[config.mk]
export PLATFORM = sky130hd
export DESIGN_NAME = instruction_fetch_queue
export DESIGN_NICKNAME = d
export VERILOG_FILES = /design/src/rtl/instruction_fetch_queue.sv
export SDC_FILE = /design/constraint.sdc
export NUM_CORES = 1
export LEC_CHECK = 0
export BUFFER_PORTS_ARGS = -buffer_cell sky130_fd_sc_hd__buf_2
export CAP_MARGIN = 15
export CORE_ASPECT_RATIO = 1.2
export CORE_MARGIN = 5
export CORE_UTILIZATION = 35
export CTS_BUF_LIST = sky130_fd_sc_hd__clkbuf_8
export CTS_CLUSTER_SIZE = 30
export DETAILED_ROUTE_END_ITERATION = 7
export GPL_ROUTABILITY_DRIVEN = 0
export GPL_TIMING_DRIVEN = 0
export HOLD_SLACK_MARGIN = 0.1
export PLACE_DENSITY = 0.53
export SETUP_SLACK_MARGIN = 0.1
export SLEW_MARGIN = 40
export SYNTH_ARGS = -nofsm -noshare
export SYNTH_HDL_FRONTEND = slang
export SYNTH_SLANG_ARGS = --single-unit
[constraint.sdc]
create_clock -name clk -period 7.3 [get_ports clk]
set_input_delay 0 -clock clk [delete_from_list [all_inputs] [get_ports clk]]
set_output_delay 0 -clock clk [all_outputs]
set_load 0.02 [all_outputs]
[src/rtl/instruction_fetch_queue.sv]
// instruction_fetch_queue: req/ack fetch engine prefetching {PC+step, instr} pairs into a flushable queue
module instruction_fetch_queue #(
  parameter int ADDR_WIDTH = 32,
  parameter int INSTR_WIDTH = 32,
  parameter int QUEUE_DEPTH = 4,
  parameter int PC_STEP = 4,
  parameter logic [ADDR_WIDTH-1:0] RESET_PC = '0
) (
  input  logic                   clk,
  input  logic                   rst,
  input  logic                   freeze,
  input  logic                   branchTaken,
  input  logic [ADDR_WIDTH-1:0]  branchAddress,
  output logic                   mem_req,
  output logic [ADDR_WIDTH-1:0]  mem_addr,
  input  logic                   mem_ack,
  input  logic [INSTR_WIDTH-1:0] mem_rdata,
  output logic                   valid,
  output logic [ADDR_WIDTH-1:0]  PC,
  output logic [INSTR_WIDTH-1:0] instruction
);
  localparam int PW = $clog2(QUEUE_DEPTH);
  localparam int CW = $clog2(QUEUE_DEPTH + 1);
  localparam logic [ADDR_WIDTH-1:0] STEP = ADDR_WIDTH'(PC_STEP);
  typedef enum logic [1:0] {S_IDLE, S_WAIT, S_DRAIN} state_t;
  state_t                 state_q, state_d;
  logic [ADDR_WIDTH-1:0]  fetch_pc_q, fetch_pc_d;
  logic                   mem_req_q, mem_req_d;
  logic [ADDR_WIDTH-1:0]  mem_addr_q, mem_addr_d;
  logic [PW-1:0]          rd_ptr_q, rd_ptr_d, wr_ptr_q, wr_ptr_d;
  logic [CW-1:0]          count_q, count_d;
  logic [ADDR_WIDTH-1:0]  ent_pc_q [QUEUE_DEPTH];
  logic [INSTR_WIDTH-1:0] ent_ins_q [QUEUE_DEPTH];
  logic                   push, pop, space;
  logic [ADDR_WIDTH-1:0]  nxt_addr;
  assign valid       = count_q != '0;
  assign PC          = valid ? ent_pc_q[rd_ptr_q] : '0;
  assign instruction = valid ? ent_ins_q[rd_ptr_q] : '0;
  assign mem_req     = mem_req_q;
  assign mem_addr    = mem_addr_q;
  always_comb begin
    pop      = valid && !freeze && !branchTaken;
    push     = (state_q == S_WAIT) && mem_ack && !branchTaken;
    count_d  = branchTaken ? '0 : count_q + CW'(push) - CW'(pop);
    rd_ptr_d = branchTaken ? '0 : rd_ptr_q + PW'(pop);
    wr_ptr_d = branchTaken ? '0 : wr_ptr_q + PW'(push);
    space    = count_d < CW'(QUEUE_DEPTH);
    nxt_addr = mem_addr_q + STEP;
    state_d    = state_q;
    fetch_pc_d = fetch_pc_q;
    mem_req_d  = mem_req_q;
    mem_addr_d = mem_addr_q;
    case (state_q)
      S_IDLE: begin
        if (branchTaken) begin
          fetch_pc_d = branchAddress;
        end else if (space) begin
          state_d    = S_WAIT;
          mem_req_d  = 1'b1;
          mem_addr_d = fetch_pc_q;
        end
      end
      S_WAIT: begin
        if (mem_ack) begin
          fetch_pc_d = branchTaken ? branchAddress : nxt_addr;
          if (!branchTaken && space) begin
            mem_addr_d = nxt_addr;
          end else begin
            state_d   = S_IDLE;
            mem_req_d = 1'b0;
          end
        end else if (branchTaken) begin
          state_d    = S_DRAIN;
          fetch_pc_d = branchAddress;
        end
      end
      S_DRAIN: begin
        // the stale request must complete before a new one may go out
        if (branchTaken) fetch_pc_d = branchAddress;
        if (mem_ack) begin
          state_d   = S_IDLE;
          mem_req_d = 1'b0;
        end
      end
      default: begin
        state_d   = S_IDLE;
        mem_req_d = 1'b0;
      end
    endcase
  end
  always_ff @(posedge clk) begin
    if (rst) begin
      state_q    <= S_IDLE;
      fetch_pc_q <= RESET_PC;
      mem_req_q  <= 1'b0;
      mem_addr_q <= '0;
      rd_ptr_q   <= '0;
      wr_ptr_q   <= '0;
      count_q    <= '0;
    end else begin
      state_q    <= state_d;
      fetch_pc_q <= fetch_pc_d;
      mem_req_q  <= mem_req_d;
      mem_addr_q <= mem_addr_d;
      rd_ptr_q   <= rd_ptr_d;
      wr_ptr_q   <= wr_ptr_d;
      count_q    <= count_d;
    end
  end
  always_ff @(posedge clk) begin
    if (push) begin
      ent_pc_q[wr_ptr_q]  <= nxt_addr;
      ent_ins_q[wr_ptr_q] <= mem_rdata;
    end
  end
endmodule

==> impl_metrics.yaml <==
clocking:
  numClockSinks: 330
  postCtsResizedCells: 0
  htreeDepth: 2
  path_clk_slew_ns: 0.07
  numCtsBuffers: 52
  root_buffer: "clkbuf_8"
  cts_tree: "done"
  clockBufferDepth: 3
  clk_latency_ns: 0.59
run_status:
  outcome: "finished clean"
floorplanning:
  dieArea_um2: 43900
  die_w_um: 192
  core_area_um2: 39500
  placementRows: 80
  start_util: 0.352
  die_y_um: 229
  boundaryPins: 167
setup_path:
  cp-startpoint: "state_q[1]"
  critPathTopFamily: "buffers and inverters"
  crit_chain: "clkbuf_1 -> nand3b_1 -> or2_2 -> clkbuf_1 -> clkbuf_1 -> xnor2_1 -> ha_1 -> fa_1 -> xnor3_2 -> nor4_4 -> buf_2 -> o21ai_0 -> a22oi_1 -> nor2_1"
  crit_end: "mem_addr[11]"
  path_buf_inv: 4
  startpoint_type: "flip-flop"
  reg2reg_slack_ns: 2.52
  rr_startpoint: "state_q[1]"
  slowest_delay_ns: 0.67
  regToRegEndpoint: "mem_addr[11]"
  crit_path_top_delay_cell: "nor4_4"
  cp_max_fo: 10
  path_class: "flip-flop to flip-flop"
  end_kind: "flip-flop"
  reg2reg_depth: 14
  path_depth: 14
  timing.critical_path.mode_cell: "clkbuf_1"
  cp.required_ns: 7.74
  crit_arrival_ns: 5.22
power_and_ir_drop:
  combPwrFrac: 0.069
  pwr-share-seq: 0.533
  ir_worst_vdd_mv: 0.129
  power_density_nw_per_um2: 222
  intPower_w: 0.00299
  p_switching_w: 0.000905
  clkPwrFrac: 0.399
  swShare: 0.233
  p_leak_nw: 6.44
route:
  wl_met2_um: 19400
  vias: 9427
  post_drt_wl_per_cell_um: 20.9
  wirelength_um: 38500
  via_per_inst: 5.11
  drt_iter0_markers: 585
  drt-met1-wl_um: 16100
  postRouteAntennaNets: 0
  route.met3.wl_um: 2020
  maxUsedRoutingLayer: "met4"
  firstDrtPassIters: 6
  drc_errors: 0
global_routing:
  grt_pass1_vias: 9806
  grt_pass1_wl_um: 58400
  grt_max_degree: 25
  grt.total_usage: 0.173
  grt.overflow.total: 0
  antenna_found_initial: 2
timing:
  max_slew.worst_pin.slew_ns: 0.868
  slew_violations: 0
  max_slew_margin: 0.421
  hold_viol: 0
  timing.setup.tns_ns: 0
  period_share: 0.655
  setup_viol: 0
  skew_ns: 0.0209
  period_minus_slack_ns: 4.78
  fmax_mhz: 209
  rsz0062_at_grt: "no"
synthesis:
  yosysSeqAreaShare: 0.658
  synthArstFlopShare: 0
  yosys.area.top_type: "edfxtp_1"
  synthesis.area_um2: 13900
  synth_top_area_frac: 0.552
  ys_top_cells_by_area: "edfxtp_1 (55%), dfxtp_1 (11%), mux4_2 (10%)"
  synth_cell_types: 67
  synth_nets: 1020
  ys_warn_count: 0
  ys_ff_latch: 330
  ys.flop_type: "edfxtp_1"
  synth_edf_count: 256
  syn_inst: 947
  avgSynthCellArea_um2: 14.7
hold_path:
  hold_class: "input pin to flip-flop"
finish:
  fin_area_um2: 17500
  drive_gt1_frac: 0.285
  multiInputGateArea_um2: 4470
  fillers: 3674
  nNetsFinal: 1341
  seq_area_um2: 9170
  area_growth_pct: 25.8
job:
  maxCapViolCount: 0
placement:
  hpwl_um: 27000
  port_buffers: 163
  placed_area_um2: 15800
## worst min-delay path by stage
| stage | start | end | slack [ns] | depth (start not counted) |
|---|---|---|---|---|
| after floorplan | mem_rdata[0] | ent_ins_q[0][0] | 0.1 | 0 |
| after global placement | mem_rdata[26] | ent_ins_q[3][26] | 0.22 | 1 |
| final | mem_rdata[5] | ent_ins_q[3][5] | 0.17 | 2 |
| after CTS | mem_rdata[11] | ent_ins_q[0][11] | 0.11 | 2 |
| after global routing | mem_rdata[5] | ent_ins_q[1][5] | 0.15 | 2 |
| after detailed placement | mem_rdata[27] | ent_ins_q[2][27] | 0.22 | 1 |
## worst register-to-register path, stage by stage (launching register included)
cell and delay [ns]:
dfxtp_1 0.31, clkbuf_1 0.34, nand3b_1 0.48, or2_2 0.20, clkbuf_1 0.36, clkbuf_1 0.49
xnor2_1 0.15, ha_1 0.21, fa_1 0.37, xnor3_2 0.37, nor4_4 0.67, buf_2 0.37
o21ai_0 0.13, a22oi_1 0.16, nor2_1 0.05
## what timing repair did
item,4_1_cts,5_1_grt
setup buffers,0,0
endpoints found under the hold margin,174,0
hold buffers,72,0
## state kept, by name, summed over array words and instances, names as in the netlist
register    count
mem_req         1
mem_addr       32
count_q         3
wr_ptr_q        2
ent_ins_q     128
rd_ptr_q        2
state_q         2
fetch_pc_q     32
ent_pc_q      128
## logic make-up (layout without fill, tap and decap cells)
group           Yosys count  after routing  synth area share
buf+inv                  82            444            0.0247
compound gates          158            158            0.0787
other cells               0              2                 0
flops                   330            330             0.658
xor+xnor                 30             30            0.0199
mux                      67             67             0.106
fa+ha+maj                 4              4           0.00413
simple gates            276            276             0.109
## cells in the final DEF (no fill, tap or decap), types with 9 or more instances in the layout
cell	n
dfxtp_1	74
clkbuf_8	54
mux4_2	64
buf_2	193
and2_1	73
a22oi_1	29
inv_1	23
xnor2_1	15
o2bb2ai_1	10
dlygate4sd3_1	72
a31oi_1	9
nand2_1	37
o21ai_0	26
buf_4	15
a21oi_1	27
nor3_1	16
clkbuf_1	49
edfxtp_1	256
nor2_1	55
xor2_1	14
clkinv_2	10
clkinv_1	15
nor4_1	9
nand3_1	20
## Yosys cell counts, types with 11 or more instances
cell type	count
xnor2_1	15
edfxtp_1	256
nor2_1	57
and2_1	73
dfxtp_1	74
xor2_1	14
nand3_1	20
o21ai_0	26
buf_2	14
a21oi_1	27
inv_1	11
a22oi_1	29
nand2_1	37
nor3_1	18
clkbuf_1	49
mux4_2	64
## layout make-up
type / count / area share
sequential: 330 / 0.523
multi-input combinational: 535 / 0.255
timing repair buffer: 267 / 0.105
clock buffer: 54 / 0.0424
tap: 533 / 0.0381
buffer: 70 / 0.0173
clock inverter: 41 / 0.0157
inverter: 12 / 0.00257
antenna: 2 / 0.000286
## stage by stage
| stage | instances | hold slack [ns] | total power, W | util | setup WS [ns] |
|---|---|---|---|---|---|
| 6_report | 1844 | 0.171 | 0.00389 | 0.443 | 2.52 |
| 5_1_grt | 1844 | 0.146 | 0.00405 | 0.443 | 2.29 |
| 4_1_cts | 1842 | 0.112 | 0.00394 | 0.443 | 2.57 |
| 3_5_place_dp | 1675 | 0.221 | 0.00235 | 0.399 | 2.59 |
| 3_3_place_gp | 1643 | 0.216 | 0.00234 | 0.390 | -4.45 |
| 2_1_floorplan | 947 | 0.0989 | 0.00224 | - | 0.592 |
## power groups by stage
stage / registers, W / clock network, W / logic [W]
2_1_floorplan: 0.00212 / 0 / 0.000124
3_3_place_gp: 0.00211 / 0 / 0.000228
3_5_place_dp: 0.00211 / 0 / 0.000235
4_1_cts: 0.00207 / 0.00161 / 0.000267
5_1_grt: 0.00207 / 0.00168 / 0.000288
6_report: 0.00207 / 0.00155 / 0.000267
## per-layer routing
| layer | up-vias | GRT usage |
|---|---|---|
| li1 | 4328 | - |
| met1 | 4713 | 0.224 |
| met2 | 309 | 0.295 |
| met3 | 77 | 0.0319 |
| met4 | 0 | 0.0539 |
| met5 | - | 0 |
(Power assumes the default switching activity.)
